===== src/rtl/stage_mem_pkg.sv =====
// Shared encodings for the MEM stage: memory op, access size, WB select and LSU FSM state.
package stage_mem_pkg;

    localparam logic [1:0] MEM_NONE  = 2'b00;
    localparam logic [1:0] MEM_LOAD  = 2'b01;
    localparam logic [1:0] MEM_STORE = 2'b10;

    localparam logic [1:0] SZ_B = 2'b00;
    localparam logic [1:0] SZ_H = 2'b01;
    localparam logic [1:0] SZ_W = 2'b10;

    localparam logic RD_SEL_DMEM = 1'b0;
    localparam logic RD_SEL_ALU  = 1'b1;

    typedef enum logic {
        ST_IDLE = 1'b0,
        ST_WAIT = 1'b1
    } lsu_state_e;

endpackage


===== src/rtl/stage_mem_lsu_align.sv =====
// Byte-lane helper: store byte enables / lane replication and misalign detect for the
// request side, right-shift and sign/zero extension for the (latched) load side.
module lsu_align
    import stage_mem_pkg::*;
#(
    parameter int unsigned XLEN = 32
) (
    input  logic [1:0]      size_i,
    input  logic [1:0]      off_i,
    input  logic [XLEN-1:0] sd_i,
    output logic [3:0]      be_o,
    output logic [XLEN-1:0] wdata_o,
    output logic            misalign_o,
    input  logic [1:0]      ld_size_i,
    input  logic [1:0]      ld_off_i,
    input  logic            ld_uns_i,
    input  logic [XLEN-1:0] rdata_i,
    output logic [XLEN-1:0] ld_data_o
);

    logic [XLEN-1:0] raw;

    always_comb begin
        be_o       = 4'b1111;
        wdata_o    = sd_i;
        misalign_o = (off_i != 2'b00);
        case (size_i)
            SZ_B: begin
                be_o       = 4'b0001 << off_i;
                wdata_o    = {4{sd_i[7:0]}};
                misalign_o = 1'b0;
            end
            SZ_H: begin
                be_o       = 4'b0011 << {off_i[1], 1'b0};
                wdata_o    = {2{sd_i[15:0]}};
                misalign_o = off_i[0];
            end
            default: ;
        endcase
    end

    always_comb begin
        raw       = rdata_i >> {ld_off_i, 3'b000};
        ld_data_o = raw;
        case (ld_size_i)
            SZ_B:    ld_data_o = {{(XLEN-8){~ld_uns_i & raw[7]}}, raw[7:0]};
            SZ_H:    ld_data_o = {{(XLEN-16){~ld_uns_i & raw[15]}}, raw[15:0]};
            default: ;
        endcase
    end

endmodule


===== src/rtl/stage_mem_lsu.sv =====
// MEM stage with MEM/WB register: issues loads/stores on a req/ack port, stalls upstream until
// the access completes or times out, and registers aligned load data toward WB.
module stage_mem_lsu
    import stage_mem_pkg::*;
#(
    parameter int unsigned XLEN        = 32,
    parameter int unsigned REG_AW      = 5,
    parameter int unsigned TIMEOUT_CYC = 255
) (
    input  logic              clk_i,
    input  logic              rst_n_i,
    input  logic              valid_i,
    input  logic              flush_i,
    input  logic [1:0]        mem_op_i,
    input  logic [1:0]        mem_size_i,
    input  logic              mem_uns_i,
    input  logic [XLEN-1:0]   alu_result_i,
    input  logic [XLEN-1:0]   store_data_i,
    input  logic [REG_AW-1:0] rd_waddr_i,
    input  logic              rd_wena_i,
    input  logic              rd_sel_i,
    output logic              stall_o,
    output logic              dmem_req_o,
    output logic              dmem_we_o,
    output logic [XLEN-1:0]   dmem_addr_o,
    output logic [3:0]        dmem_be_o,
    output logic [XLEN-1:0]   dmem_wdata_o,
    input  logic              dmem_ack_i,
    input  logic [XLEN-1:0]   dmem_rdata_i,
    output logic [REG_AW-1:0] rd_waddr_o,
    output logic              rd_wena_o,
    output logic              rd_sel_o,
    output logic [XLEN-1:0]   alu_result_o,
    output logic [XLEN-1:0]   dmem_data_o,
    output logic              misalign_o,
    output logic              bus_err_o
);

    localparam int unsigned CW = (TIMEOUT_CYC > 1) ? $clog2(TIMEOUT_CYC + 1) : 1;
    localparam logic [CW-1:0] TO_LAST = CW'((TIMEOUT_CYC == 0) ? 0 : TIMEOUT_CYC - 1);

    lsu_state_e        state_q;
    logic [CW-1:0]     cnt_q;
    logic              kill_q;
    logic              req_q, we_q, uns_q;
    logic [XLEN-1:0]   addr_q, wdata_q;
    logic [3:0]        be_q;
    logic [1:0]        size_q, off_q;
    logic [REG_AW-1:0] lat_waddr_q;
    logic              lat_wena_q, lat_sel_q;
    logic [XLEN-1:0]   lat_alu_q;
    logic [REG_AW-1:0] rd_waddr_q;
    logic              rd_wena_q, rd_sel_q, misalign_q, bus_err_q;
    logic [XLEN-1:0]   alu_q, data_q;

    logic [3:0]        be_c;
    logic [XLEN-1:0]   wdata_c, ld_data_c;
    logic              misal_c, is_mem, issue, timeout_hit;

    lsu_align #(.XLEN(XLEN)) u_align (
        .size_i     (mem_size_i),
        .off_i      (alu_result_i[1:0]),
        .sd_i       (store_data_i),
        .be_o       (be_c),
        .wdata_o    (wdata_c),
        .misalign_o (misal_c),
        .ld_size_i  (size_q),
        .ld_off_i   (off_q),
        .ld_uns_i   (uns_q),
        .rdata_i    (dmem_rdata_i),
        .ld_data_o  (ld_data_c)
    );

    assign is_mem      = (mem_op_i == MEM_LOAD) || (mem_op_i == MEM_STORE);
    assign issue       = valid_i && is_mem && !misal_c && !flush_i;
    assign timeout_hit = (TIMEOUT_CYC != 0) && (cnt_q == TO_LAST);
    // A timing-out access releases upstream in the same cycle, just like an ack.
    assign stall_o     = (state_q == ST_IDLE) ? issue : !(dmem_ack_i || timeout_hit);

    always_ff @(posedge clk_i) begin
        if (!rst_n_i) begin
            state_q     <= ST_IDLE;
            cnt_q       <= '0;
            kill_q      <= 1'b0;
            req_q       <= 1'b0;
            we_q        <= 1'b0;
            uns_q       <= 1'b0;
            addr_q      <= '0;
            wdata_q     <= '0;
            be_q        <= '0;
            size_q      <= SZ_B;
            off_q       <= '0;
            lat_waddr_q <= '0;
            lat_wena_q  <= 1'b0;
            lat_sel_q   <= RD_SEL_DMEM;
            lat_alu_q   <= '0;
            rd_waddr_q  <= '0;
            rd_wena_q   <= 1'b0;
            rd_sel_q    <= RD_SEL_DMEM;
            alu_q       <= '0;
            data_q      <= '0;
            misalign_q  <= 1'b0;
            bus_err_q   <= 1'b0;
        end else begin
            misalign_q <= 1'b0;
            bus_err_q  <= 1'b0;
            case (state_q)
                ST_IDLE: begin
                    rd_wena_q <= 1'b0;
                    if (issue) begin
                        state_q     <= ST_WAIT;
                        req_q       <= 1'b1;
                        cnt_q       <= '0;
                        kill_q      <= 1'b0;
                        addr_q      <= {alu_result_i[XLEN-1:2], 2'b00};
                        off_q       <= alu_result_i[1:0];
                        we_q        <= (mem_op_i == MEM_STORE);
                        be_q        <= be_c;
                        wdata_q     <= wdata_c;
                        size_q      <= mem_size_i;
                        uns_q       <= mem_uns_i;
                        lat_waddr_q <= rd_waddr_i;
                        lat_wena_q  <= rd_wena_i;
                        lat_sel_q   <= rd_sel_i;
                        lat_alu_q   <= alu_result_i;
                    end else if (valid_i && !flush_i && !is_mem) begin
                        rd_waddr_q <= rd_waddr_i;
                        rd_wena_q  <= rd_wena_i;
                        rd_sel_q   <= rd_sel_i;
                        alu_q      <= alu_result_i;
                        data_q     <= '0;
                    end else begin
                        misalign_q <= valid_i && !flush_i && is_mem && misal_c;
                    end
                end
                ST_WAIT: begin
                    if (dmem_ack_i) begin
                        state_q    <= ST_IDLE;
                        req_q      <= 1'b0;
                        rd_waddr_q <= lat_waddr_q;
                        rd_wena_q  <= lat_wena_q && !kill_q && !flush_i;
                        rd_sel_q   <= lat_sel_q;
                        alu_q      <= lat_alu_q;
                        data_q     <= we_q ? '0 : ld_data_c;
                    end else if (timeout_hit) begin
                        state_q   <= ST_IDLE;
                        req_q     <= 1'b0;
                        rd_wena_q <= 1'b0;
                        bus_err_q <= 1'b1;
                    end else begin
                        cnt_q     <= cnt_q + 1'b1;
                        kill_q    <= kill_q || flush_i;
                        rd_wena_q <= 1'b0;
                    end
                end
                default: state_q <= ST_IDLE;
            endcase
        end
    end

    assign dmem_req_o   = req_q;
    assign dmem_we_o    = we_q;
    assign dmem_addr_o  = addr_q;
    assign dmem_be_o    = be_q;
    assign dmem_wdata_o = wdata_q;
    assign rd_waddr_o   = rd_waddr_q;
    assign rd_wena_o    = rd_wena_q;
    assign rd_sel_o     = rd_sel_q;
    assign alu_result_o = alu_q;
    assign dmem_data_o  = data_q;
    assign misalign_o   = misalign_q;
    assign bus_err_o    = bus_err_q;

endmodule


===== config.mk =====
export PLATFORM = sky130hd
export DESIGN_NAME = stage_mem_lsu
export DESIGN_NICKNAME = d
export VERILOG_FILES = /design/src/rtl/stage_mem_pkg.sv /design/src/rtl/stage_mem_lsu_align.sv /design/src/rtl/stage_mem_lsu.sv
export SDC_FILE = /design/constraint.sdc
export NUM_CORES = 1
export LEC_CHECK = 0
export CAP_MARGIN = 20
export CORE_MARGIN = 1.5
export CORE_UTILIZATION = 50
export CTS_CLUSTER_SIZE = 12
export DETAILED_ROUTE_END_ITERATION = 7
export PLACE_DENSITY = 0.88
export SLEW_MARGIN = 20
export SYNTH_ARGS = -nofsm -noshare
export SYNTH_HDL_FRONTEND = slang
export SYNTH_HIERARCHICAL = 1
export SYNTH_SLANG_ARGS = --single-unit

===== constraint.sdc =====
create_clock -name clk_i -period 5.3 [get_ports clk_i]
set_clock_uncertainty 0.2 [all_clocks]
set_input_delay 0.53 -clock clk_i [delete_from_list [all_inputs] [get_ports clk_i]]
set_output_delay 0.53 -clock clk_i [all_outputs]
set_load 0.005 [all_outputs]

# Yosys cells after proc, flatten, opt, wreduce, memory -nomap -nowiden
# Index checks and enable logic that the tools add are counted.
# totals
regBits	195
output_inout_bits	144
word_cells	112
# classes
n_eq_ne	12
bitwise_logic	5
muxes	43
n_shift	3
reduce_logical	26
addsub	1
# ops
operator	n
32-bit one-hot mux with 2 select lines	4
32-bit 2-to-1 mux	7
32-bit by 5-bit right shift with 32-bit output	1
8-bit 2-to-1 mux	3
1-bit 2-to-1 mux	17
8-bit one-hot mux with 2 select lines	1
5-bit 2-to-1 mux	3
1-bit one-hot mux with 2 select lines	6
2-bit inequality test, second input constant	5
5-bit one-hot mux with 2 select lines	1
1-bit logical AND	9
8-bit by 1-bit adder with 8-bit output, second input constant	1
8-bit equality test, second input constant	1
4-bit one-hot mux with 2 select lines	1
2-bit by 1-bit equality test with 1-bit output, second input constant	3
3-bit AND reduction	2
1-bit zero test	5
2-bit zero test	2
2-bit AND reduction	2
4-bit OR reduction	1
1-bit by 2-bit << shifter with 4-bit output, first input constant	1
2-bit by 2-bit << shifter with 4-bit output, first input constant	1
1-bit logical OR	3
3-bit by 2-bit inequality test with 1-bit output, second input constant	1
6 further kinds	9

# Depth between registers and ports, before layout
# Gate-level depths: netlist (run 1).
# logic_depth
depth_word	7
depth_mapped	9
mapped_depth_nobuf	6

# Hierarchy
# The synthesis (run 1) kept the hierarchy.
# modules_own_cells
module	seq_area_each_um2	cells_each	area_per_inst_um2	n_inst
stage_mem_lsu	3263.1	747	6389.9	1
lsu_align	0.0	166	1238.7	1

# Least setup slack after synthesis (run 1)
# No wires, ideal clock.
# synth_path
path_type	input-to-output
start	in mem_size_i[0]
end	out stall_o
path_slack_ns	2.817
stages	7
arrival_ns	1.753
n_path_buf	3
t_required_ns	4.570
path_cell_list	buf_2 a21oi_1 nor2_1 or4_1 clkbuf_1 buf_6 nand2_2
# synth_between
elab_chain_len	6
# synth_lines
item	line	source
start, declared	stage_mem_lsu.sv:15	input logic [1:0] mem_size_i,
2-bit by 1-bit equality test with 1-bit output / 2-bit zero test (equally long branches)	stage_mem_lsu_align.sv:27	case (size_i)
1-bit one-hot mux with 2 select lines *	stage_mem_lsu_align.sv:27	
named net misal_c	stage_mem_lsu.sv:58	logic misal_c, is_mem, issue, timeout_hit;
1-bit zero test *	stage_mem_lsu.sv:75	assign issue = valid_i && is_mem && !misal_c && !flush_i;
1-bit logical AND * (2 in a row)	stage_mem_lsu.sv:75	
1-bit 2-to-1 mux *	stage_mem_lsu.sv:78	assign stall_o = (state_q == ST_IDLE) ? issue : !(dmem_ack_i || timeout_hit);
end, declared	stage_mem_lsu.sv:22	output logic stall_o,
# The timed path passes the listed nets; every way through them passes the cells marked *.

# Worst setup path in the final report (run 1)
# layout_path
start	reg state_q
end	out stall_o
# layout_between
elab_chain_len	1
# layout_lines
item	line	source
start, declared	stage_mem_lsu.sv:42	lsu_state_e state_q;
start signal, assigned	stage_mem_lsu.sv:82	state_q <= ST_IDLE;
start signal, assigned	stage_mem_lsu.sv:111	state_q <= ST_WAIT;
start signal, assigned	stage_mem_lsu.sv:138	state_q <= ST_IDLE;
1-bit 2-to-1 mux	stage_mem_lsu.sv:78	
# No other way between the ends.

==> results.sh, run 1 <==
export IMPL_status="finished clean"
export IMPL_worstSkewPairLatency_ns=0.43
export IMPL_ys_seq_area_share_pct=42.78
export IMPL_place_port_buffers=254
export IMPL_first_pass_grt_wire_length_um=34050
export IMPL_avgSynthCellArea_sq_um=8.355
export IMPL_gp_congestion=0.8555
export IMPL_ioPinCount=257
export IMPL_cts_resized=0
export IMPL_final_period_minus_worst_setup_slack_ns=3.437
export IMPL_ctsRootBufferMaster="clkbuf_16"
export IMPL_leading_cell_types_in_the_layout_fill_and_taps_excluded="clkdlybuf4s50_1 (254), nand2_1 (184), dfxtp_1 (162), a21oi_1 (118), nor2_1 (69)"
export IMPL_tightest_slew_ns=0.9134
export IMPL_critPathLaunchType="flop"
export IMPL_setup_viol=0
export IMPL_post_route_cells_drive_above_1_share_pct=7.993
export IMPL_design_final_nets=1204
export IMPL_crit_path_dat_ns=2.71
export IMPL_cts_tree="built"
export IMPL_start_util_pct=51.90
export IMPL_postCtsSetupRepairBufs=0
export IMPL_async_reset_ff_share_pct=0
export IMPL_num_fill_cells=1115
export IMPL_setup_repair_after_global_routing_missed_its_margin="no"
export IMPL_hold_path_class="flop to flop"
export IMPL_final_min_period_over_clock_period_pct=64.85
export IMPL_cts_hold_buffers_added=0
export IMPL_vdd_drop_max_mv=0.2031
export IMPL_wl_um=21560
export IMPL_tritoncts_num_sinks=163
export IMPL_antenna_diode_count=0
export IMPL_synth_edf_count=0
export IMPL_core_ar_sq_mm=0.01470
export IMPL_cp_required_ns=4.57
export IMPL_floorplan_row_count=44
export IMPL_fin_total_pwr_mw=2.956
export IMPL_cts_buffers=17
export IMPL_initialDrtViolationCount=595
export IMPL_pin_count_of_the_biggest_net_entering_global_routing=108
export IMPL_route_detailed_drc=0
export IMPL_cts_path_max_buffers=2
export IMPL_ys_dominant_reg_cell="dfxtp_1"
export IMPL_die_area_sq_mm=0.01601
export IMPL_total_leakage_power_nw=3.544
export IMPL_maxSlewViolCount=0
export IMPL_yosys_warnings=6
export IMPL_antenna_found_initial=0
export IMPL_die_w_um=126.5
export IMPL_via_count=7083
export IMPL_via_per_inst=5.512
export IMPL_cts_max_level=4
export IMPL_timing_slew_headroom_pct=39.11
export IMPL_detail_route_wl_per_cell_um=16.78
export IMPL_grt_pass1_vias=6720
export IMPL_syn_cell_area_sq_mm=0.007629
export IMPL_power_per_cell_area_mw_per_mm2=282.7
export IMPL_cp_end_kind="output pin"
export IMPL_layout_commonest_cell="clkdlybuf4s50_1"
export IMPL_globalRouteTotalUtil_pct=26.41
export IMPL_area_growth_syn_to_layout_pct=37.05
export IMPL_fmaxAchievable_mhz=290.9
export IMPL_hold_viol=0
export IMPL_distinct_cells_synth=46
export IMPL_setup_tns_ns=0
export IMPL_max_cap_violations=0
export IMPL_detailedRoute_firstPassIterationCount=5
export IMPL_fp_dieH_um=126.5
export IMPL_ys_ff_latch=163
export IMPL_crit_fanout=30
export IMPL_critPathKind="flop to output pin"
export IMPL_gr_total_overflow=0
export IMPL_clk_transition_reported_paths_ns=0.06
export IMPL_netlist_instances=913
export IMPL_postRouteAntennaNets=0
export IMPL_detailed_place_hpwl_um=14450
final timing paths:
| kind | slack (ns) | cells past startpoint | endpoint | startpoint |
|---|---|---|---|---|
| hold / removal | 0.25 | 2 | dmem_wdata_o[10]$_SDFFE_PN0P_ | dmem_wdata_o[10]$_SDFFE_PN0P_ |
| setup / recovery | 1.86 | 4 | stall_o | state_q$_SDFF_PN0_ |
| hold reg to reg | 0.25 | 2 | dmem_wdata_o[10]$_SDFFE_PN0P_ | dmem_wdata_o[10]$_SDFFE_PN0P_ |
| setup reg to reg | 2.32 | 6 | dmem_data_o[6]$_SDFFE_PN0P_ | state_q$_SDFF_PN0_ |
cell usage after synthesis (all sizes together) (6+ instances only):
cell,instances,area [sq um]
nand3,17,85.08
o21ai,15,75.07
buf,79,551.8
mux2i,62,620.6
a21oi,120,604.3
mux2,19,221.5
nor2,72,282.8
a211oi,45,337.8
inv,6,22.52
or2,9,56.30
clkbuf,33,123.9
nor2b,10,62.56
o22ai,9,56.30
dfxtp,163,3263
a22oi,22,165.2
o2bb2ai,8,70.07
nand2,185,696.9
cells by family after synthesis:
| group | synth area share, % |
|---|---|
| simple gates | 17.25 |
| compound gates | 19.12 |
| flops | 42.78 |
| buf+inv | 9.152 |
| mux | 11.04 |
| fa+ha+maj | 0.4921 |
| other cells | 0.04916 |
| xor+xnor | 0.1148 |
registers in the layout, indices dropped and copies added (netlist names), 2 cells and up:
| signal | count |
|---|---|
| dmem_data_o | 32 |
| lat_waddr_q | 5 |
| dmem_be_o | 4 |
| lat_alu_q | 31 |
| alu_result_o | 32 |
| dmem_wdata_o | 32 |
| cnt_q | 8 |
| size_q | 2 |
| rd_waddr_o | 5 |
worst max-delay path, stage by stage, from the launching register on:
cell             delay, ns
dfxtp_2               0.83
nand2b_1              0.33
o21bai_2              0.40
nand2_2               0.18
clkdlybuf4s50_1       0.53
area by class of cell:
| class | count | area (sq um) | area share, % |
|---|---|---|---|
| Multi-Input combinational cell | 633 | 3695 | 35.34 |
| Sequential cell | 163 | 3264 | 31.22 |
| Timing Repair Buffer | 267 | 2640 | 25.25 |
| Clock buffer | 21 | 480.5 | 4.596 |
| Tap cell | 184 | 230.2 | 2.202 |
| Clock inverter | 11 | 117.6 | 1.125 |
| Inverter | 6 | 27.53 | 0.2633 |
metal layers:
metal | vias up | wire length (um) | global-route usage [%]
met3 | 42 | 1362 | 6.116
li1 | 3473 | - | -
met2 | 274 | 10300 | 44.26
met5 | - | 0 | 0
met1 | 3294 | 9171 | 32.24
met4 | 0 | 729 | 12.31
power by group:
group / internal, mW / switching [mW] / total, mW
Combinational: 0.225 / 0.200 / 0.424
Clock: 0.709 / 0.529 / 1.24
Sequential: 1.27 / 0.0270 / 1.29
through the flow:
step	area, sq um	util [%]	setup slack (ns)	hold WS, ns	std cells
after CTS	10450	71.07	1.870	0.2548	1285
after floorplan	7632	-	2.817	0.2317	914
after global placement	9848	67.00	1.821	0.2405	1253
after detailed placement	9848	67.00	1.702	0.2456	1253
final	10460	71.13	1.863	0.2523	1285
after global routing	10460	71.13	1.707	0.2729	1285
Power figures use the tool's default switching activity.
==> inputs of run 2 (changes only) <==
--- a/config.mk
+++ b/config.mk
@@ -7,10 +7,10 @@
 export LEC_CHECK = 0
 export CAP_MARGIN = 20
 export CORE_MARGIN = 1.5
-export CORE_UTILIZATION = 50
+export CORE_UTILIZATION = 46
 export CTS_CLUSTER_SIZE = 12
 export DETAILED_ROUTE_END_ITERATION = 7
-export PLACE_DENSITY = 0.88
+export PLACE_DENSITY = 0.82
 export SLEW_MARGIN = 20
 export SYNTH_ARGS = -nofsm -noshare
 export SYNTH_HDL_FRONTEND = slang
==> constraint.sdc (replaced) <==
create_clock -name clk_i -period 3.3 [get_ports clk_i]
set_clock_uncertainty 0.2 [all_clocks]
set_input_delay 0.33 -clock clk_i [delete_from_list [all_inputs] [get_ports clk_i]]
set_output_delay 0.33 -clock clk_i [all_outputs]
set_load 0.005 [all_outputs]
==> run 2 against run 1 <==
  * Sequential power grew 60%
  * Count of clock-buffer cells in the layout fell by 2
  * Non-clock buffer count increased by 5
  * Largest power group unchanged
  * Critical endpoint unchanged
  * Setup slack worse by 1.6 ns
==> results.sh, run 2 (synthesis results as in run 1) <==
export IMPL_status="finished clean"
export IMPL_switching_share_pct=25.38
export IMPL_power_report_internal_total_mw=3.494
export IMPL_cts_tree="built"
export IMPL_max_cap_violations=0
export IMPL_globalRouteTotalUtil_pct=24.09
export IMPL_post_route_cells_drive_above_1_share_pct=8.409
export IMPL_vdd_drop_max_mv=0.3547
export IMPL_critical_path_slowest_cell="or4_4"
export IMPL_cts_hold_buffers_added=0
export IMPL_antenna_diode_count=0
export IMPL_die_w_um=131.8
export IMPL_timing_slew_headroom_pct=36.78
export IMPL_critPathKind="input port to output pin"
export IMPL_reg2regPathDepth=6
export IMPL_die_area_sq_mm=0.01737
export IMPL_ctsRootBufferMaster="clkbuf_16"
export IMPL_fp_dieH_um=131.8
export IMPL_gr_total_overflow=0
export IMPL_worstSkewPairLatency_ns=0.42
export IMPL_layout_commonest_cell="clkdlybuf4s50_1"
export IMPL_cp_required_ns=2.77
export IMPL_wl_um=21130
export IMPL_hold_path_class="flop to flop"
export IMPL_critical_path_depth=6
export IMPL_area_growth_syn_to_layout_pct=38.33
export IMPL_via_per_inst=5.272
export IMPL_maxUsedRoutingLayer="met4"
export IMPL_cpMostUsedCell="clkdlybuf4s50_1"
export IMPL_met2WireLength_um=10150
export IMPL_detailedRoute_firstPassIterationCount=5
export IMPL_critical_path_endpoint="stall_o"
export IMPL_timing_critical_path_from="mem_op_i[0]"
export IMPL_num_fill_cells=1323
export IMPL_tightest_slew_ns=0.9483
export IMPL_register_area_sq_mm=0.003264
export IMPL_clk_transition_reported_paths_ns=0.06
export IMPL_post_route_cell_area_sq_mm=0.01055
export IMPL_final_period_minus_worst_setup_slack_ns=3.016
export IMPL_detail_route_wl_per_cell_um=15.98
export IMPL_crit_fanout=6
export IMPL_cts_max_level=4
export IMPL_fin_total_pwr_mw=4.683
export IMPL_leading_cell_types_in_the_layout_fill_and_taps_excluded="clkdlybuf4s50_1 (254), nand2_1 (184), dfxtp_1 (162), a21oi_1 (118), nor2_1 (69)"
export IMPL_detailed_place_hpwl_um=14410
export IMPL_pin_count_of_the_biggest_net_entering_global_routing=85
export IMPL_maxSlewViolCount=0
export IMPL_start_util_pct=47.51
export IMPL_multiInputGateArea_sq_mm=0.003689
export IMPL_hold_viol=0
export IMPL_met3_length_um=1349
export IMPL_combinationalPowerShare_pct=14.7
export IMPL_reg2reg_from="off_q[0]$_SDFFE_PN0P_"
export IMPL_core_ar_sq_mm=0.01606
export IMPL_critical_path_max_stage_delay_ns=0.55
export IMPL_crit_path_cell_trace="clkdlybuf4s50_1 -> inv_1 -> ha_1 -> or4_4 -> nand2_2 -> clkdlybuf4s50_1"
export IMPL_total_leakage_power_nw=3.562
export IMPL_power_per_cell_area_mw_per_mm2=443.7
export IMPL_antenna_found_initial=0
export IMPL_placement_cell_area_sq_mm=0.009976
export IMPL_gp_congestion=0.8146
export IMPL_place_port_buffers=254
export IMPL_tritoncts_num_sinks=163
export IMPL_cp_end_kind="output pin"
export IMPL_ff2ff_setup_slack_ns=1.00
export IMPL_floorplan_row_count=46
export IMPL_via_count=6969
export IMPL_met1_length_um=9058
export IMPL_pwr_share_seq_pct=44.3
export IMPL_final_core_utilization_pct=65.72
export IMPL_grt_pass1_vias=6556
export IMPL_postCtsSetupRepairBufs=0
export IMPL_route_detailed_drc=0
export IMPL_final_min_period_over_clock_period_pct=91.40
export IMPL_fmaxAchievable_mhz=331.6
export IMPL_postRouteAntennaNets=0
export IMPL_p_switching_mw=1.188
export IMPL_ioPinCount=257
export IMPL_first_pass_grt_wire_length_um=33910
export IMPL_setup_viol=0
export IMPL_cts_path_max_buffers=2
export IMPL_crit_family="buffers and inverters"
export IMPL_timing_critical_path_buf_inv=3
export IMPL_crit_path_dat_ns=2.49
export IMPL_cts_buffers=17
export IMPL_design_final_nets=1209
export IMPL_dpl_cell_count=1290
export IMPL_initialDrtViolationCount=427
export IMPL_power_share_clock_pct=41.1
export IMPL_r2r_end="dmem_data_o[11]$_SDFFE_PN0P_"
export IMPL_setup_repair_after_global_routing_missed_its_margin="no"
export IMPL_cts_resized=0
export IMPL_setup_tns_ns=0
export IMPL_critPathLaunchType="input port"
export IMPL_instances_no_fill=1322
-- run 2: changes by cell type in the layout (fill, tap and decap cells not counted), moves of 2 or more --
cell | previous run | this run
clkbuf_8 | 4 | 2
buf_12 | 0 | 4
clkinv_4 | 4 | 0
clkinvlp_4 | 1 | 5
-- run 2: tightest hold or removal path, delay by kind of cell, from the launching register on --
family | cells | cell delay [ns]
flops | 1 | 0.31
compound gates | 1 | 0.05
simple gates | 1 | 0.05
-- run 2: power groups by stage --
stage	clock [mW]	sequential (mW)	combinational (mW)
finish	1.92	2.07	0.687
global route	2.05	2.08	0.743
global placement	0	2.12	0.677
CTS	1.97	2.07	0.689
detailed placement	0	2.12	0.684
floorplan	0	2.12	0.347
-- run 2: final cells by class --
class                      count  area share (%)
timing repair buffer         272           25.85
tap                          216           2.561
clock buffer                  19           4.292
multi-input combinational    633           34.95
sequential                   163           30.93
clock inverter                13           1.174
inverter                       6          0.2371
-- run 2: how the worst min path moves through the flow --
stage | start | endpoint | slack, ns | depth (start not counted)
after floorplan | cnt_q[6]$_SDFFE_PN0P_ | cnt_q[6]$_SDFFE_PN0P_ | 0.23 | 1
after global placement | dmem_data_o[1]$_SDFFE_PN0P_ | dmem_data_o[1]$_SDFFE_PN0P_ | 0.24 | 2
after detailed placement | dmem_wdata_o[23]$_SDFFE_PN0P_ | dmem_wdata_o[23]$_SDFFE_PN0P_ | 0.25 | 2
after CTS | dmem_wdata_o[23]$_SDFFE_PN0P_ | dmem_wdata_o[23]$_SDFFE_PN0P_ | 0.25 | 2
after global routing | lat_waddr_q[0]$_SDFFE_PN0P_ | lat_waddr_q[0]$_SDFFE_PN0P_ | 0.27 | 2
final | lat_waddr_q[0]$_SDFFE_PN0P_ | lat_waddr_q[0]$_SDFFE_PN0P_ | 0.25 | 2
-- run 2: per-stage QoR --
step	setup WS (ns)	hold slack [ns]
floorplan	1.217	0.2317
global placement	0.2989	0.2388
detailed placement	0.3078	0.2455
CTS	0.2933	0.2545
global route	0.1989	0.2727
finish	0.2839	0.2529
-- run 2: metal layers --
metal / up-vias / GRT usage, %
met5: - / 0
li1: 3488 / -
met1: 3192 / 30.74
met2: 255 / 39.59
met3: 34 / 5.383
met4: 0 / 9.753
==> inputs of run 3 (changes only) <==
--- a/config.mk
+++ b/config.mk
@@ -6,11 +6,11 @@
 export NUM_CORES = 1
 export LEC_CHECK = 0
 export CAP_MARGIN = 20
-export CORE_MARGIN = 1.5
+export CORE_MARGIN = 8
 export CORE_UTILIZATION = 46
 export CTS_CLUSTER_SIZE = 12
 export DETAILED_ROUTE_END_ITERATION = 7
-export PLACE_DENSITY = 0.82
+export PLACE_DENSITY = 0.81
 export SLEW_MARGIN = 20
 export SYNTH_ARGS = -nofsm -noshare
 export SYNTH_HDL_FRONTEND = slang
==> run 3 against run 2 <==
  * Core utilization fell by 1.1 points
  * Design area up 0.39%
  * Largest power group unchanged
  * Sequential cell count unchanged
  * Clock power rose by 5%
  * Critical path type unchanged
  * Highest routed layer unchanged
  * Critical path depth did not move
  * Global-route usage shrank 2.6 points
==> results.sh, run 3 (synthesis results as in run 1) <==
export IMPL_status="finished clean"
export IMPL_ff2ff_setup_slack_ns=1.04
export IMPL_final_period_minus_worst_setup_slack_ns=2.914
export IMPL_start_util_pct=46.50
export IMPL_cp_required_ns=2.77
export IMPL_route_detailed_drc=0
export IMPL_pin_count_of_the_biggest_net_entering_global_routing=85
export IMPL_grt_pass1_vias=6695
export IMPL_dpl_cell_count=1295
export IMPL_detail_route_wl_per_cell_um=17.18
export IMPL_crit_path_dat_ns=2.38
export IMPL_tightest_slew_ns=0.9283
export IMPL_power_per_cell_area_mw_per_mm2=452.1
export IMPL_max_cap_violations=0
export IMPL_floorplan_row_count=47
export IMPL_die_w_um=144.8
export IMPL_die_area_sq_mm=0.02096
export IMPL_ctsRootBufferMaster="clkbuf_16"
export IMPL_postCtsSetupRepairBufs=0
export IMPL_core_ar_sq_mm=0.01641
export IMPL_antenna_found_initial=0
export IMPL_final_core_utilization_pct=64.57
export IMPL_first_pass_grt_wire_length_um=35530
export IMPL_ioPinCount=257
export IMPL_instances_no_fill=1328
export IMPL_leading_cell_types_in_the_layout_fill_and_taps_excluded="clkdlybuf4s50_1 (254), nand2_1 (184), dfxtp_1 (162), a21oi_1 (118), nor2_1 (69)"
export IMPL_design_final_nets=1210
export IMPL_vdd_drop_max_mv=0.3868
export IMPL_hold_depth=2
export IMPL_cts_path_max_buffers=2
export IMPL_via_count=6957
export IMPL_tritoncts_num_sinks=163
export IMPL_clk_transition_reported_paths_ns=0.07
export IMPL_place_port_buffers=254
export IMPL_layout_commonest_cell="clkdlybuf4s50_1"
export IMPL_final_setup_worst_slack_ns=0.3865
export IMPL_gr_total_overflow=0
export IMPL_globalRouteTotalUtil_pct=21.47
export IMPL_final_min_period_over_clock_period_pct=88.29
export IMPL_cts_buffers=17
export IMPL_critPathKind="input port to output pin"
export IMPL_reg2reg_from="lat_alu_q[1]$_SDFFE_PN0P_"
export IMPL_initialDrtViolationCount=385
export IMPL_num_fill_cells=1389
export IMPL_setup_viol=0
export IMPL_hold_path_startpoint="dmem_data_o[8]$_SDFFE_PN0P_"
export IMPL_post_route_cells_drive_above_1_share_pct=8.491
export IMPL_worstSkewPairLatency_ns=0.42
export IMPL_setup_repair_after_global_routing_missed_its_margin="no"
export IMPL_dp_slack_ns=0.3471
export IMPL_fmaxAchievable_mhz=343.2
export IMPL_via_per_inst=5.239
export IMPL_hold_path_class="flop to flop"
export IMPL_whs_endpoint="dmem_data_o[8]$_SDFFE_PN0P_"
export IMPL_cts_tree="built"
export IMPL_cts_resized=0
export IMPL_total_leakage_power_nw=3.592
export IMPL_reg2regPathDepth=6
export IMPL_wl_um=22810
export IMPL_setup_tns_ns=0
export IMPL_timing_slew_headroom_pct=38.11
export IMPL_whs_ns=0.2486
export IMPL_critPathLaunchType="input port"
export IMPL_cts_max_level=4
export IMPL_detailedRoute_firstPassIterationCount=5
export IMPL_postRouteAntennaNets=0
export IMPL_crit_fanout=6
export IMPL_cp_end_kind="output pin"
export IMPL_gp_congestion=0.8062
export IMPL_maxSlewViolCount=0
export IMPL_cts_hold_buffers_added=0
export IMPL_detailed_place_hpwl_um=16040
export IMPL_area_growth_syn_to_layout_pct=38.87
export IMPL_fp_dieH_um=144.8
export IMPL_hold_viol=0
export IMPL_r2r_end="dmem_data_o[13]$_SDFFE_PN0P_"
==> run 3: cell types whose count changed in the layout (fill, tap and decap cells not counted) <==
cell	delta
clkinv_4	+1
diode_2	+1
bufinv_16	+1
clkinvlp_4	-4
buf_4	+1
clkbuf_8	-1
inv_6	+1
inv_8	+2
==> run 3: critical path, cell delays in order <==
cell             delay (ns)
clkdlybuf4s50_1        0.45
inv_1                  0.04
ha_1                   0.36
or4_4                  0.54
nand2_2                0.14
clkdlybuf4s50_1        0.53
==> run 3: worst max path at each step <==
stage / cells past startpoint / slack [ns] / startpoint / endpoint
2_1_floorplan: 7 / 1.22 / mem_size_i[0] / stall_o
3_3_place_gp: 6 / 0.39 / mem_op_i[0] / stall_o
3_5_place_dp: 7 / 0.35 / alu_result_i[0] / dmem_wdata_o[3]$_SDFFE_PN0P_
4_1_cts: 6 / 0.37 / mem_op_i[0] / stall_o
5_1_grt: 6 / 0.32 / mem_op_i[0] / stall_o
6_report: 6 / 0.39 / mem_op_i[0] / stall_o
==> run 3: cell type report <==
| type | count | area, sq um | area share (%) |
|---|---|---|---|
| Tap cell | 220 | 275.3 | 2.598 |
| Sequential cell | 163 | 3264 | 30.81 |
| Multi-Input combinational cell | 633 | 3689 | 34.82 |
| Inverter | 6 | 25.02 | 0.2362 |
| Clock buffer | 18 | 439.2 | 4.146 |
| Timing Repair Buffer | 273 | 2735 | 25.82 |
| Antenna cell | 1 | 2.502 | 0.02362 |
| Clock inverter | 14 | 163.9 | 1.547 |
==> run 3: per-layer routing <==
metal	part of all wire (%)	GRT usage, %	vias to the layer above	wire (um)
li1	-	-	3484	-
met1	41	25.54	3197	9315
met2	48	35.35	237	10960
met3	8.3	6.759	39	1904
met4	2.7	8.379	0	624
met5	0	0	-	0
==> run 3: metrics by stage <==
step / power (mW) / area, sq um
finish: 4.790 / 10590
global route: 4.996 / 10590
CTS: 4.846 / 10590
detailed placement: 2.810 / 9988
global placement: 2.800 / 9988
floorplan: 2.463 / 7632
==> run 3: power by group <==
part | internal [mW] | total, mW | switching, mW | leakage (nW)
combinational | 0.371 | 0.692 | 0.321 | 1.97
clock | 1.16 | 2.02 | 0.862 | 0.298
sequential | 2.03 | 2.07 | 0.0389 | 1.32
total | 3.57 | 4.79 | 1.22 | 3.59
